`config.mk`:
```
export PLATFORM = sky130hd
export DESIGN_NAME = and2_latch_tester_flat
export DESIGN_NICKNAME = d
export VERILOG_FILES = /design/src/rtl/and2_latch_tester_if.sv /design/src/rtl/and2_latch_tester.sv /design/src/flat_wrapper.sv
export SDC_FILE = /design/constraint.sdc
export NUM_CORES = 1
export LEC_CHECK = 0
export ABC_AREA = 1
export ABC_CLOCK_PERIOD_IN_PS = 2000
export BUFFER_PORTS_ARGS = -buffer_cell sky130_fd_sc_hd__buf_2
export CAP_MARGIN = 0
export CORE_ASPECT_RATIO = 0.75
export CORE_MARGIN = 5
export CORE_UTILIZATION = 45
export DETAILED_ROUTE_END_ITERATION = 8
export PLACE_DENSITY = 0.66
export SLEW_MARGIN = 10
export SYNTH_ARGS = -nofsm -noshare
export SYNTH_HDL_FRONTEND = slang
export SYNTH_SLANG_ARGS = --single-unit
```
`constraint.sdc`:
```
create_clock -name clk -period 2 [get_ports clk]
set_input_delay 0.5 -clock clk [delete_from_list [all_inputs] [get_ports clk]]
set_output_delay 0.5 -clock clk [all_outputs]
set_load 0.01 [all_outputs]
```
`src/rtl/and2_latch_tester_if.sv`:
```
// Operand/response bus between the tester and the AND2 device under test.
// master = tester (drives a/b, samples c/d); slave = device under test.
interface and2_latch_tester_if;
   logic a;
   logic b;
   logic c;
   logic d;

   modport master (output a, output b, input c, input d);
   modport slave  (input a, input b, output c, output d);
endinterface

```
`src/rtl/and2_latch_tester.sv`:
```
// Stimulus/response tester for a 2-input AND with combinational (c) and registered (d) outputs.
// Optional build macro AND2_LATCH_TESTER_LFSR_EN: operands come from an 8-bit LFSR instead of a counter.
module and2_latch_tester #(
   parameter int NUM_VECTORS = 16,
   parameter int ERR_W       = 8
) (
   input  logic                 clk,
   input  logic                 rst_n,
   input  logic                 i_start,
   and2_latch_tester_if.master  io_dut,
   output logic                 o_busy,
   output logic                 o_done,
   output logic                 o_pass,
   output logic [ERR_W-1:0]     o_err_cnt
);

   localparam int VCNT_W = $clog2(NUM_VECTORS + 1);
   localparam logic [VCNT_W-1:0] LAST_VEC = VCNT_W'(NUM_VECTORS - 1);

   typedef enum logic [1:0] {S_IDLE, S_RUN, S_DRAIN, S_DONE} state_t;

   state_t              r_state;
   logic [VCNT_W-1:0]   r_vcnt;
   logic                r_d_chk_vld;
   logic                r_exp_d;
   logic                r_a;
   logic                r_b;
   logic [ERR_W-1:0]    r_err_cnt;
   logic                r_busy;
   logic                r_done;
   logic                r_pass;

   logic [VCNT_W-1:0]   w_vcnt_inc;
   logic [1:0]          w_vec0;      // {a,b} for the first vector of a run
   logic [1:0]          w_vec_next;  // {a,b} for the vector after the current one
   logic                w_ab_and;
   logic                w_c_err;
   logic                w_d_err;
   logic [ERR_W:0]      w_err_sum;
   logic [ERR_W-1:0]    w_err_next;

   assign w_vcnt_inc = r_vcnt + VCNT_W'(1);

`ifdef AND2_LATCH_TESTER_LFSR_EN
   localparam logic [7:0] LFSR_SEED = 8'hA5;

   logic [7:0] r_lfsr;
   logic [7:0] w_lfsr_step;

   // Fibonacci form of x^8+x^6+x^5+x^4+1: feedback from bits 7,5,4,3 into bit 0.
   assign w_lfsr_step = {r_lfsr[6:0], r_lfsr[7] ^ r_lfsr[5] ^ r_lfsr[4] ^ r_lfsr[3]};
   assign w_vec0      = {LFSR_SEED[0], LFSR_SEED[1]};
   assign w_vec_next  = {w_lfsr_step[0], w_lfsr_step[1]};
`else
   assign w_vec0 = 2'b00;
   generate
      if (VCNT_W >= 2) begin : g_vec_wide
         assign w_vec_next = w_vcnt_inc[1:0];
      end else begin : g_vec_narrow
         assign w_vec_next = {1'b0, w_vcnt_inc[0]};
      end
   endgenerate
`endif

   assign w_ab_and = r_a & r_b;
   assign w_c_err  = (r_state == S_RUN) && (io_dut.c != w_ab_and);
   assign w_d_err  = ((r_state == S_RUN) || (r_state == S_DRAIN)) && r_d_chk_vld &&
                     (io_dut.d != r_exp_d);

   // One spare bit catches overflow so the counter can clamp instead of wrapping.
   assign w_err_sum  = {1'b0, r_err_cnt} + (ERR_W+1)'(w_c_err) + (ERR_W+1)'(w_d_err);
   assign w_err_next = w_err_sum[ERR_W] ? {ERR_W{1'b1}} : w_err_sum[ERR_W-1:0];

   always_ff @(posedge clk or negedge rst_n) begin
      if (!rst_n) begin
         r_state     <= S_IDLE;
         r_vcnt      <= '0;
         r_d_chk_vld <= 1'b0;
         r_exp_d     <= 1'b0;
         r_a         <= 1'b0;
         r_b         <= 1'b0;
         r_err_cnt   <= '0;
         r_busy      <= 1'b0;
         r_done      <= 1'b0;
         r_pass      <= 1'b0;
`ifdef AND2_LATCH_TESTER_LFSR_EN
         r_lfsr      <= '0;
`endif
      end else begin
         case (r_state)
            S_IDLE, S_DONE: begin
               if (i_start) begin
                  r_state      <= S_RUN;
                  r_vcnt       <= '0;
                  r_d_chk_vld  <= 1'b0;
                  r_err_cnt    <= '0;
                  {r_a, r_b}   <= w_vec0;
                  r_busy       <= 1'b1;
                  r_done       <= 1'b0;
                  r_pass       <= 1'b0;
`ifdef AND2_LATCH_TESTER_LFSR_EN
                  r_lfsr       <= LFSR_SEED;
`endif
               end
            end

            S_RUN: begin
               r_err_cnt   <= w_err_next;
               r_d_chk_vld <= 1'b1;
               r_exp_d     <= w_ab_and;
`ifdef AND2_LATCH_TESTER_LFSR_EN
               r_lfsr      <= w_lfsr_step;
`endif
               // The last vector stays on a/b through DRAIN so its registered product can be checked.
               if (r_vcnt == LAST_VEC) begin
                  r_state <= S_DRAIN;
               end else begin
                  r_vcnt     <= w_vcnt_inc;
                  {r_a, r_b} <= w_vec_next;
               end
            end

            S_DRAIN: begin
               r_err_cnt <= w_err_next;
               r_state   <= S_DONE;
               r_busy    <= 1'b0;
               r_done    <= 1'b1;
               r_pass    <= (w_err_next == '0);
            end

            default: begin
               r_state <= S_IDLE;
            end
         endcase
      end
   end

   assign io_dut.a  = r_a;
   assign io_dut.b  = r_b;
   assign o_busy    = r_busy;
   assign o_done    = r_done;
   assign o_pass    = r_pass;
   assign o_err_cnt = r_err_cnt;

endmodule

```
`src/flat_wrapper.sv`:
```
// flat-port wrapper written by rule: the top's interface ports become plain ports
module and2_latch_tester_flat 
#(
   parameter int NUM_VECTORS = 16,
   parameter int ERR_W       = 8
)
  (clk, rst_n, i_start, o_busy, o_done, o_pass, o_err_cnt, io_dut_a, io_dut_b, io_dut_c, io_dut_d);
  and2_latch_tester_if io_dut_i ();
  input  logic clk;
  input  logic rst_n;
  input  logic i_start;
  output logic o_busy;
  output logic o_done;
  output logic o_pass;
  output logic [ERR_W-1:0] o_err_cnt;
  output wire logic [$bits(io_dut_i.a)-1:0] io_dut_a;
  output wire logic [$bits(io_dut_i.b)-1:0] io_dut_b;
  input wire logic [$bits(io_dut_i.c)-1:0] io_dut_c;
  input wire logic [$bits(io_dut_i.d)-1:0] io_dut_d;
  assign io_dut_a = io_dut_i.a;
  assign io_dut_b = io_dut_i.b;
  assign io_dut_i.c = io_dut_c;
  assign io_dut_i.d = io_dut_d;
  and2_latch_tester #(.NUM_VECTORS(NUM_VECTORS), .ERR_W(ERR_W)) u_core (.clk(clk), .rst_n(rst_n), .i_start(i_start), .io_dut(io_dut_i), .o_busy(o_busy), .o_done(o_done), .o_pass(o_pass), .o_err_cnt(o_err_cnt));
endmodule
```
[After elaboration in Yosys (flattened, before gate mapping)]
Index checks and enable logic that the tools add are counted.
Widths: inputs -> output; s select.
Word-level totals
  register bits: 22
  output and inout port bits: 13
  word-level logic and storage cells: 56
Cells by class
  $add $sub $neg: 3
  equality and inequality tests: 9
  multiplexer cells: 19
  bitwise gates (word level): 1
  reductions and logical operators: 14
Operators by type and width (number)
  $mux 8: 2
  $pmux 8 s2: 1
  $pmux 1 s2: 6
  $mux 5: 2
  $pmux 5 s2: 1
  $add 8x1->9: 1
  $add 9x1->9: 1
  $logic_not 8->1: 1
  $ne 2x2->1 const B: 3
  $pmux 2 s3: 1
  $reduce_and 2->1: 3
  $add 5x1->5 const B: 1
  $eq 5x4->1 const B: 1
  $eq 2x2->1 const B: 2
  $mux 1: 4
  $mux 2: 2
  $reduce_bool 2->1: 2
  $reduce_or 2->1: 2
  $logic_and 1x1->1: 3
  $reduce_and 3->1: 1
  $eq 2x1->1 const B: 1
  $logic_not 2->1: 1
  $ne 1x1->1: 2
  $and 1x1->1: 1
  $logic_or 1x1->1: 1

[Depth between registers and ports, before layout]
  depth in word-level cells: 8
  depth in mapped cells: 14

[Least setup slack after synthesis]
No wires, ideal clock.
  path kind: register to register
  start: register u_core.r_state[0]
  end: register u_core.r_err_cnt[3], in the netlist u_core.o_err_cnt[3]
  setup time: 0.126 ns
  arrival: 2.053 ns
  slack: -0.179 ns
  cell stages (with the launch flop): 15
  cells stage by stage: dfrtp_1 > inv_1 > ha_1 > inv_4 > o211ai_1 > a21oi_1 > fa_1 > nand2_2 > nor2_4 > nand2_4 > nor2_8 > nand2_2 > nand2_1 > nand2_1 > o21ai_0
On the way
  word-level cells in the longest chain between the ends: 7
  elaborated cells between the ends (all ways): 15
  classes of those cells: add/sub (2); eq/ne (4); mux (2); reduce/logical (7)
Ends and longest elaborated chain
  from (decl): RTL line and2_latch_tester.sv:22  | state_t r_state;
  from (signal assigned): RTL line and2_latch_tester.sv:76  | r_state <= S_IDLE;
  from (signal assigned): RTL line and2_latch_tester.sv:93  | r_state <= S_RUN;
  from (signal assigned): RTL line and2_latch_tester.sv:116  | r_state <= S_DRAIN;
  branches (longest 7 deep; another with $add 8x1->9)
  to (signal assigned): RTL line and2_latch_tester.sv:108  | r_err_cnt <= w_err_next;
  to (signal assigned): RTL line and2_latch_tester.sv:124  | r_err_cnt <= w_err_next;
  to (decl): RTL line and2_latch_tester.sv:28  | logic [ERR_W-1:0] r_err_cnt;
Several ways; the timed one is not identified.
A chain may end at the register's enable or synchronous reset.

[Worst setup path in the final report]
  start: register u_core.r_state[0]
  end: register u_core.r_pass, in the netlist u_core.o_pass
On the way
  word-level cells in the longest chain between the ends: 8
  elaborated cells between the ends (all ways): 17
  classes of those cells: add/sub (2); eq/ne (4); mux (2); reduce/logical (9)
Ends and longest elaborated chain
  branches (longest 8 deep; another with $add 8x1->9)
  to (signal assigned): RTL line and2_latch_tester.sv:128  | r_pass <= (w_err_next == '0);
  to (decl): RTL line and2_latch_tester.sv:31  | logic r_pass;
Several ways; the timed one is not identified.

==> summary.md <==
| Metric | Value |
|---|---|
| Sw Share | `44.1%` |
| Post-synthesis cell count | `138` |
| Kind of start point of the critical path | `flip-flop` |
| LEAKAGE | `0.000809 uW` |
| Row cnt | `15` |
| Wire per inst | `12.5 microns` |
| Hold Path Class | `input port to asynchronous set/reset pin` |
| Worst EP required | `2.26 ns` |
| Failing checks | `negative setup slack` |
| PnR worst setup slack | `-0.0826 ns` |
| Initial antenna violation count | `0` |
| Status | `finished with violations` |
| VDD IR max | `628 uV` |
| Relative slew slack | `68.6%` |
| EDFF count, synth | `0` |
| Pre-antenna DRT Iters | `4` |
| Worst path slowest cell | `fa_2` |
| Placed cell areas | `1350 sq um` |
| DR vias/cell | `4.92` |
| Tot Pwr | `1950 uW` |
| 1st-iter DRT viols | `44` |
| Max Buffers Root-to-Sink | `2` |
| Syn_nets | `149` |
| Ranking of synthesized cells by area | `dfrtp_1 44%, nand2_1 13%, inv_1 6.2%, ha_1 5.5%, o21ai_0 5.3%` |
| Vias in the first global route | `868` |
| Metal3 WL | `181 microns` |
| Gr usage total | `15.2%` |
| Top delay family on crit path | `adder cells` |
| Input/output buffers | `17` |
| CP Max Fanout | `2` |
| CP bufs+invs | `3` |
| Max Used Layer | `met4` |
| Die ar. | `3660 sq um` |
| Cell area after synthesis | `1140 sq um` |
| # diodes | `0` |
| Final worst path period share | `104%` |
| Via count | `999` |
| Grt ovf | `0` |
| WS Path Type | `flip-flop to flip-flop` |
| DRC viols | `0` |
| Worst slew pin tran | `0.472 ns` |
| CP max stage delay | `0.49 ns` |
| Top cell type's share of synthesized area | `43.8%` |
| Setup TNS Final | `-0.131 ns` |
| Fin. max-slew vios | `0` |
| Crit path time final | `2.08 ns` |
| Clk root buf | `clkbuf_4` |
| Max Freq | `480 MHz` |
| GPL Wtd Cong | `0.908` |
| Post-route cell area | `1430 sq um` |
| Netlist cell types | `27` |
| Warnings from Yosys | `0` |
| Pwr Density | `1360 nW/um^2` |
| Metal2 WL | `1110 microns` |
| Combinational Power Share | `56.9%` |
| Synth Flop Type | `dfrtp_1` |
| Cell Int Power | `1090 uW` |
| Share of cells above drive strength 1 | `30.8%` |
| Clock sinks | `20` |
| Cell taking the most area after synthesis | `dfrtp_1` |
| Antenna Nets Post-Route | `0` |
| Flops & latches, synth | `20` |
| Clock share of power | `12.4%` |
| Worst-path cell chain | `inv_2, ha_4, inv_4, o211ai_1, a21oi_2, fa_2, inv_2, nand3_2, nor2_2, nand3_1, nor2_2, nand2_1, nand2_1` |
| Die X | `68.2 microns` |
| Clk_skew | `0.00643 ns` |
| Max_cap viols | `0` |
| Core area | `2360 sq um` |
| Clock Latency Late Sink | `0.31 ns` |
| Met1 WL | `1240 microns` |
| Synth top cells by count | `40 x nand2_1, 20 x dfrtp_1, 19 x inv_1` |
| RSZ-0062 raised after global routing | `yes` |
| Area grow syn2layout | `25.1%` |
| CTS buffer count | `3` |
| Top-level I/O count | `18` |
| Sequential power share | `30.7%` |
| Htree depth | `1` |
| Final wirelength | `2540 microns` |
| WP data arrival | `2.34 ns` |
| CTS tree | `yes` |
| Register area share after synthesis | `43.8%` |
| Sw power | `859 uW` |
| Hpwl dp | `1920 microns` |
| Die height | `53.7 microns` |
| CP endpoint kind | `flip-flop` |
| Hold Fails Final Rpt | `0` |
| Setup violations, final | `6` |
| First-pass GRT wire length | `3980 microns` |
| Starting density of the core | `48.4%` |
| Largest net degree at the start of global routing | `21` |
| Clock-pin slew on the worst setup and hold paths | `0.12 ns` |
| Post-synth ARST share | `100%` |
| Count leader, synth | `nand2_1` |
| NumNets Final | `181` |
| Synth Area per Inst | `8.29 sq um` |
==> kinds of logic (layout without fill, tap and decap cells) <==
kind of cell,Yosys count,in the layout,synth area share (%)
compound gates,24,24,12.3
xor+xnor,2,2,1.53
fa+ha+maj,6,6,7.22
buf+inv,21,52,7.11
flops,20,20,43.8
mux,1,1,0.875
simple gates,64,64,27.2
==> cell usage in the layout (no fill, tap or decap) <==
cell type,n
nand2_1,40
dfrtp_1,20
inv_1,17
buf_2,17
o21ai_0,11
buf_4,10
nand3_1,5
nor2_1,4
ha_1,4
nor2_4,3
inv_2,3
nand2_4,3
o21ai_1,3
clkbuf_4,3
a21oi_2,2
o22ai_1,2
a21oi_1,2
nand3_2,2
nor2_2,2
inv_4,1
o211ai_1,1
xnor2_1,1
nand2_2,1
o211ai_2,1
a32o_1,1
or2_1,1
mux2i_1,1
xor2_1,1
o31ai_1,1
nor2_8,1
nand3b_1,1
nand4_1,1
fa_2,1
ha_4,1
clkbuf_8,1
==> metrics by stage <==
stage / worst slack [ns] / utilization, % / instances / hold slack [ns]
CTS: -0.0595 / 58.6 / 201 / 0.143
global placement: -0.00901 / 56.9 / 197 / 0.461
global route: -0.221 / 60.5 / 203 / 0.147
floorplan: 0.0187 / - / 138 / 0.204
finish: -0.0826 / 60.5 / 203 / 0.124
detailed placement: -0.0979 / 56.9 / 197 / 0.464
==> worst reg2reg max path, cell delays in order, from the launching register on <==
cell and delay [ns]:
dfrtp_1 0.40, inv_2 0.07, ha_4 0.21, inv_4 0.05
o211ai_1 0.08, a21oi_2 0.17, fa_2 0.49, inv_2 0.07
nand3_2 0.07, nor2_2 0.11, nand3_1 0.08, nor2_2 0.12
nand2_1 0.05, nand2_1 0.05
==> repair_timing <==
| action | CTS | global route |
|---|---|---|
| pin swaps | 1 | 5 |
| setup buffers | 0 | 2 |
| resized for setup | 1 | 9 |
| hold buffers | 0 | 0 |
| endpoints found under the setup margin | 8 | 9 |
==> path summary, 6_finish.rpt <==
path	end	slack [ns]	from	cells after the start
worst max-delay path	u_core.o_pass$_DFFE_PN0P_	-0.08	u_core.r_state[0]$_DFFE_PN0P_	13
worst min-delay path	u_core.r_vcnt[3]$_DFFE_PN0P_	0.12	rst_n	1
worst max register to register	u_core.o_pass$_DFFE_PN0P_	-0.08	u_core.r_state[0]$_DFFE_PN0P_	13
worst min register to register	u_core.o_done$_DFFE_PN0P_	0.50	u_core.o_done$_DFFE_PN0P_	2
max in group asynchronous	u_core.o_err_cnt[1]$_DFFE_PN0P_	1.55	rst_n	1
min in group clk	u_core.o_done$_DFFE_PN0P_	0.50	u_core.o_done$_DFFE_PN0P_	2
==> power groups by stage <==
stage	clock network, uW	logic (uW)	registers [uW]
after floorplan	0	633	628
after global placement	0	1020	597
after detailed placement	0	1050	603
after CTS	244	1060	597
after global routing	267	1240	609
final	242	1110	598
==> layout make-up <==
| cell class | instances | area [sq um] |
|---|---|---|
| repair buffers | 27 | 160 |
| fillers | 214 | 935 |
| clock buffers | 4 | 36.3 |
| flip-flops and latches | 20 | 500 |
| well taps | 34 | 42.5 |
| inverters | 21 | 81.3 |
| multi-input cells | 97 | 609 |
==> state kept, by name, summed over array words and instances, names as in the netlist <==
register	cells
u_core.o_done	1
u_core.r_state	2
u_core.o_err_cnt	8
u_core.o_busy	1
u_core.r_d_chk_vld	1
u_core.o_pass	1
u_core.r_vcnt	5
u_core.r_exp_d	1
==> metal layers <==
| layer | GRT usage (%) | up-vias |
|---|---|---|
| li1 | - | 503 |
| met1 | 22.0 | 474 |
| met2 | 21.9 | 20 |
| met3 | 5.64 | 2 |
| met4 | 1.98 | 0 |
| met5 | 0 | - |
Power figures use the tool's default switching activity.
